## src/rtl/link_sync_scheduler_pkg.sv

```systemverilog
// link_sync_scheduler_pkg: shared types, register map and counter helpers for link_sync_scheduler
package link_sync_scheduler_pkg;
  localparam int CNT_W = 16;
  localparam int REG_CTRL = 0;
  localparam int REG_MASK = 1;
  localparam int REG_TIMING = 2;
  localparam int REG_STATUS = 3;
  typedef enum logic [1:0] {IDLE = 2'd0, ARMED = 2'd1, DELAY = 2'd2, PLAY = 2'd3} state_e;
  typedef struct packed {
    logic [31:0] status;
    logic [31:0] timing;
    logic [31:0] link_mask;
    logic [31:0] ctrl;
  } param_t;
  function automatic logic [CNT_W-1:0] sat_inc(input logic [CNT_W-1:0] v);
    return (&v) ? v : v + CNT_W'(1);
  endfunction
endpackage

```

## src/rtl/link_sync_scheduler_param_decode.sv

```systemverilog
// link_sync_scheduler_param_decode: IPIF register bank; word i is selected by chip-enable bit i
module link_sync_scheduler_param_decode #(
  parameter type PARAM_T = logic [127:0],
  parameter int N_REG = 4,
  parameter PARAM_T DEFAULTS = '0
) (
  input  logic             clk,
  input  logic             resetn,
  input  logic [N_REG-1:0] rd_ce,
  input  logic [N_REG-1:0] wr_ce,
  input  logic [31:0]      wr_data,
  input  PARAM_T           rd_words,
  output PARAM_T           regs,
  output logic [31:0]      rd_data,
  output logic             wr_ack,
  output logic             rd_ack
);
  logic [N_REG*32-1:0] q, rd_v;
  assign regs = q;
  assign rd_v = rd_words;
  assign wr_ack = |wr_ce;
  assign rd_ack = |rd_ce;
  always_ff @(posedge clk) begin
    if (!resetn) q <= DEFAULTS;
    else for (int i = 0; i < N_REG; i++) if (wr_ce[i]) q[i*32 +: 32] <= wr_data;
  end
  always_comb begin
    rd_data = '0;
    for (int i = 0; i < N_REG; i++) if (rd_ce[i]) rd_data = rd_data | rd_v[i*32 +: 32];
  end
endmodule

```

## src/rtl/link_sync_scheduler.sv

```systemverilog
// link_sync_scheduler: arms on ctrl.arm, aligns to orbit sync, restarts masked links and plays for N orbits.
// Optional macro LINK_SYNC_SCHED_TIMESTAMP_EN latches an orbit timestamp into status[15:3] at PLAY entry.
module link_sync_scheduler #(
  parameter int N_LINKS = 8,
  parameter int C_S_AXI_ADDR_WIDTH = 32,
  parameter int C_S_AXI_DATA_WIDTH = 32,
  parameter int N_REG = 4
) (
  input  logic               clk,
  input  logic               aresetn,
  input  logic               IPIF_Bus2IP_resetn,
  input  logic [N_REG-1:0]   IPIF_Bus2IP_RdCE,
  input  logic [N_REG-1:0]   IPIF_Bus2IP_WrCE,
  input  logic [31:0]        IPIF_Bus2IP_Data,
  output logic [31:0]        IPIF_IP2Bus_Data,
  output logic               IPIF_IP2Bus_WrAck,
  output logic               IPIF_IP2Bus_RdAck,
  output logic               IPIF_IP2Bus_Error,
  input  logic               fc_orbitSync,
  input  logic [N_LINKS-1:0] link_ready,
  output logic [N_LINKS-1:0] link_sync,
  output logic [N_LINKS-1:0] link_enable,
  output logic               busy
);
  import link_sync_scheduler_pkg::*;
  localparam param_t REG_DEFAULTS = '{status: 32'h0, timing: 32'h0, link_mask: 32'hFFFF_FFFF, ctrl: 32'h0};
  param_t params, rd_words;
  logic [$bits(param_t)-1:0] regs_v, rd_v;
  state_e state, state_n;
  logic os_q, arm_q, late_q, late_n, arm, abort, cont, arm_edge, ready_ok;
  logic [N_LINKS-1:0] mask_w, mask_q, mask_n, sync_q, sync_n;
  logic [CNT_W-1:0] delay_orbits, play_orbits, delay_cnt, delay_n, done_cnt, done_n, dinc, pinc;
  logic [12:0] ts_field;
  logic [31:0] status_w;
  link_sync_scheduler_param_decode #(.PARAM_T(param_t), .N_REG(N_REG), .DEFAULTS(REG_DEFAULTS)) ipif_parameter_decode (
    .clk(clk), .resetn(IPIF_Bus2IP_resetn), .rd_ce(IPIF_Bus2IP_RdCE), .wr_ce(IPIF_Bus2IP_WrCE),
    .wr_data(IPIF_Bus2IP_Data), .rd_words(rd_words), .regs(params), .rd_data(IPIF_IP2Bus_Data),
    .wr_ack(IPIF_IP2Bus_WrAck), .rd_ack(IPIF_IP2Bus_RdAck)
  );
  assign regs_v = params;
  assign arm = regs_v[REG_CTRL*32];
  assign abort = regs_v[REG_CTRL*32+1];
  assign cont = regs_v[REG_CTRL*32+2];
  assign mask_w = regs_v[REG_MASK*32 +: N_LINKS];
  assign delay_orbits = regs_v[REG_TIMING*32 +: CNT_W];
  assign play_orbits = regs_v[REG_TIMING*32+16 +: CNT_W];
  assign status_w = {done_cnt, ts_field, late_q, state};
  always_comb begin
    rd_v = regs_v;
    rd_v[REG_CTRL*32 +: 32] = 32'(regs_v[REG_CTRL*32 +: 3]);
    rd_v[REG_MASK*32 +: 32] = 32'(mask_w);
    rd_v[REG_STATUS*32 +: 32] = status_w;
  end
  assign rd_words = rd_v;
  assign IPIF_IP2Bus_Error = 1'b0;
  assign arm_edge = arm & ~arm_q;
  assign ready_ok = &(link_ready | ~mask_w);
  assign dinc = sat_inc(delay_cnt);
  assign pinc = sat_inc(done_cnt);
  always_comb begin
    state_n = state;
    mask_n = mask_q;
    sync_n = '0;
    delay_n = delay_cnt;
    done_n = done_cnt;
    late_n = late_q & ~arm_edge;
    if (abort) state_n = IDLE;
    else case (state)
      IDLE: if (arm_edge) state_n = ARMED;
      ARMED: if (os_q) begin
        if (ready_ok) begin
          mask_n = mask_w;
          delay_n = '0;
          state_n = (delay_orbits == '0) ? PLAY : DELAY;
          sync_n = (delay_orbits == '0) ? mask_w : '0;
          done_n = '0;
        end else late_n = 1'b1;
      end
      DELAY: if (os_q) begin
        delay_n = dinc;
        state_n = (dinc == delay_orbits) ? PLAY : DELAY;
        sync_n = (dinc == delay_orbits) ? mask_q : '0;
        done_n = '0;
      end
      PLAY: if (os_q) begin
        // continuous mode shows the full count for one orbit before wrapping to 0
        done_n = (cont && play_orbits != '0 && done_cnt == play_orbits) ? '0 : pinc;
        state_n = (!cont && play_orbits != '0 && pinc == play_orbits) ? IDLE : PLAY;
        sync_n = (!cont && play_orbits != '0 && pinc == play_orbits) ? '0 : mask_q;
      end
    endcase
  end
  always_ff @(posedge clk or negedge aresetn) begin
    if (!aresetn) begin
      state <= IDLE;
      os_q <= 1'b0;
      arm_q <= 1'b0;
      late_q <= 1'b0;
      mask_q <= '0;
      sync_q <= '0;
      delay_cnt <= '0;
      done_cnt <= '0;
    end else begin
      state <= state_n;
      os_q <= fc_orbitSync;
      arm_q <= arm;
      late_q <= late_n;
      mask_q <= mask_n;
      sync_q <= sync_n;
      delay_cnt <= delay_n;
      done_cnt <= done_n;
    end
  end
`ifdef LINK_SYNC_SCHED_TIMESTAMP_EN
  logic [CNT_W-1:0] ts_cnt;
  logic [12:0] ts_q;
  always_ff @(posedge clk or negedge aresetn) begin
    if (!aresetn) begin
      ts_cnt <= '0;
      ts_q <= '0;
    end else begin
      if (os_q) ts_cnt <= ts_cnt + CNT_W'(1);
      if (state_n == PLAY && state != PLAY) ts_q <= ts_cnt[12:0];
    end
  end
  assign ts_field = ts_q;
`else
  assign ts_field = '0;
`endif
  assign link_sync = sync_q;
  assign link_enable = (state == PLAY) ? mask_q : '0;
  assign busy = state != IDLE;
endmodule
```

## config.mk

```make
export PLATFORM = sky130hd
export DESIGN_NAME = link_sync_scheduler
export DESIGN_NICKNAME = d
export VERILOG_FILES = /design/src/rtl/link_sync_scheduler_pkg.sv /design/src/rtl/link_sync_scheduler_param_decode.sv /design/src/rtl/link_sync_scheduler.sv
export SDC_FILE = /design/constraint.sdc
export NUM_CORES = 1
export LEC_CHECK = 0
export CAP_MARGIN = 30
export CELL_PAD_IN_SITES_DETAIL_PLACEMENT = 0
export CELL_PAD_IN_SITES_GLOBAL_PLACEMENT = 1
export CORE_MARGIN = 2
export CORE_UTILIZATION = 46
export CTS_CLUSTER_DIAMETER = 200
export DETAILED_ROUTE_END_ITERATION = 10
export PLACE_DENSITY_LB_ADDON = 0.1
export SETUP_SLACK_MARGIN = 0.02
export SLEW_MARGIN = 0
export SYNTH_ARGS = -nofsm -noshare
export SYNTH_HDL_FRONTEND = slang
export SYNTH_HIERARCHICAL = 1
export SYNTH_SLANG_ARGS = --single-unit
```

## constraint.sdc

```tcl
create_clock -name clk -period 3.6 [get_ports clk]
set_input_delay 0.36 -clock clk [delete_from_list [all_inputs] [get_ports clk]]
set_output_delay 0.36 -clock clk [all_outputs]
set_load 0.05 [all_outputs]
```

==> flow_summary_export.csv <==
group,metric,value,unit
grt,top_usage_layer,"met2",
routing,wirelength,21750,um
critical_path,end_kind,"flop",
clocking,cts-root-buf,"clkbuf_16",
final_layout,drive_gt1_share,8.955,%
clocking,cts_tree,"done",
critical_path,rr_worst_depth,9,
grt,grt_pass1_wl,35460,um
routing,drt-initial-drc-count,521,
critical_path,cp_data_arrival_time,3.36,ns
grt,grt-ovfl-total,0,
die,dieHeight,126.8,um
critical_path,path_class,"flop to flop",
routing,vias,6659,
die,fp-row-count,44,
grt,met1_usage,35.21,%
place,hpwl,15890,um
die,ios,104,
power,peakVddDrop,0.2463,mV
grt,gr-usage-met2,47.76,%
final_layout,fin_nets,987,
flow_run,cap_violations,0,
sta,setup_viol,0,
sta,postLayoutSetupSlackWorst,0.4903,ns
power,pwr_density_cell,351.9,nW/um2
grt,gr-usage-met3,5.609,%
sta,relSlewSlack,40.92,%
final_layout,diodes,0,
sta,tightest_slew,0.8843,ns
clocking,cts_num_sinks,96,
routing,drc,0,
grt,antenna_found_initial,0,
routing,wl_per_cell,19.39,um
clocking,cts_setup_buffers,0,
die,initial_utilization,47.33,%
sta,rsz0062_at_grt,"no",
final_layout,postLayoutCoreUtil,57.78,%
sta,final-hold-violation-count,0,
synth,syn_inst,806,
sta,max_freq,321.6,MHz
routing,drtPass1Iterations,5,
critical_path,cp_max_fo,9,
die,fp.dieW,126.8,um
routing,via_per_inst,5.935,
power,total_power,2.978,mW
place,io_buffers,102,
clocking,cts_buffers,9,
sta,fin_crit,3.110,ns
clocking,ctsHtreeMaxLevel,3,
synth,yosys_warnings,6,
final_layout,fin_cells,1122,
sta,slew_viol_final,0,
min_path,worstHoldPathType,"input pin to asynchronous set/reset pin",
routing,final_antenna_net_count,0,
clocking,clockBufferDepth,2,
grt,grt_max_degree,44,
run_status,run_status,"finished clean",
grt,grt_pass1_vias,6610,
final_layout,syn2layout_area_growth,22.06,%
clocking,clock_latency,0.36,ns
critical_path,cp.required,3.85,ns
synth,netlist_area,6932,um2
synth,synth_area_per_cell,8.600,um2
clocking,clkTransAtPathRegs,0.08,ns
grt,grt_util_all_layers,27.76,%
power,p_leak,3.564,nW
die,core_area,14640,um2
sta,fin_skew,0.01083,ns
place,gp_congestion,0.9580,
clocking,cts_resized,0,
critical_path,start_kind,"flop",
place,preCtsSetupSlack,0.5382,ns
sta,finalSetupTns,0,ns
clocking,cts_hold_buf,0,
place,dp_cells,1104,
die,dieArea,16070,um2
sta,fin_crit_sh,86.38,%
final_layout,fillers,1350,
==> state kept, by name, summed over array words and instances, names as in the netlist <==
signal / cells
ipif_parameter_decode/regs: 43
arm_q: 1
mask_q: 8
link_sync: 8
done_cnt: 16
state: 2
late_q: 1
delay_cnt: 16
os_q: 1
==> stage by stage <==
step                      cell area [um2]  hold WS (ns)
after floorplan                      7179       0.06441
after global placement               8124        0.3819
after detailed placement             8124        0.3898
after CTS                            8431        0.1737
after global routing                 8461        0.3126
final                                8461        0.3180
==> worst paths after layout <==
path,startpoint,endpoint,slack (ns)
setup reg to reg,done_cnt[6],link_sync[1],0.49
min in group clk,ipif_parameter_decode/regs[0],arm_q,0.41
hold / removal,aresetn,mask_q[5],0.32
hold reg to reg,ipif_parameter_decode/regs[0],arm_q,0.41
setup / recovery,done_cnt[6],link_sync[1],0.49
max in group asynchronous,aresetn,delay_cnt[5],2.54
==> layer usage <==
layer / share of wire, % / wire (um)
met1: 42 / 9191
met4: 3.0 / 645
met5: 0 / 0
met2: 49 / 10670
met3: 5.7 / 1244
==> worst max-delay path, cell delays in order, from the launching register on <==
cell       delay [ns]
dfrtp_1          0.48
nand4_1          0.54
buf_4            0.35
a2111oi_2        0.36
o211ai_1         0.12
nor4_1           0.29
nand4_1          0.18
nor4_4           0.24
o22ai_4          0.17
a22o_1           0.26
==> where the power goes <==
group	switching, mW	internal (mW)
registers	0.101	1.13
logic	0.455	0.303
clock network	0.491	0.497
total	1.05	1.93
==> layout by cell type, fill, tap and decap left out, types with 5 or more instances in the layout <==
master,n
nor3_1,12
inv_1,16
dfrtp_1,53
buf_4,21
or4_1,6
xor2_1,8
a22oi_1,64
and3_1,20
a22o_1,10
nand4_1,18
clkbuf_16,9
or2_2,5
nand2_1,85
xnor2_1,38
dfxtp_1,43
nand4_2,5
o31ai_1,5
nand3_1,22
and4_1,7
nand2b_1,8
a21oi_1,34
o22ai_1,5
conb_1,67
nor2b_1,38
mux2i_1,44
nor2_1,40
o21ai_0,41
nor4_1,19
clkdlybuf4s50_1,96
==> layout make-up <==
class	count	area [um2]	area share, %
Clock buffer	9	225.2	2.662
Clock inverter	7	81.33	0.9613
Inverter	16	60.06	0.7098
Multi-Input combinational cell	688	4498	53.16
Sequential cell	96	2187	25.85
Tap cell	184	230.2	2.721
Timing Repair Buffer	122	1179	13.93
Power figures use the tool's default switching activity.
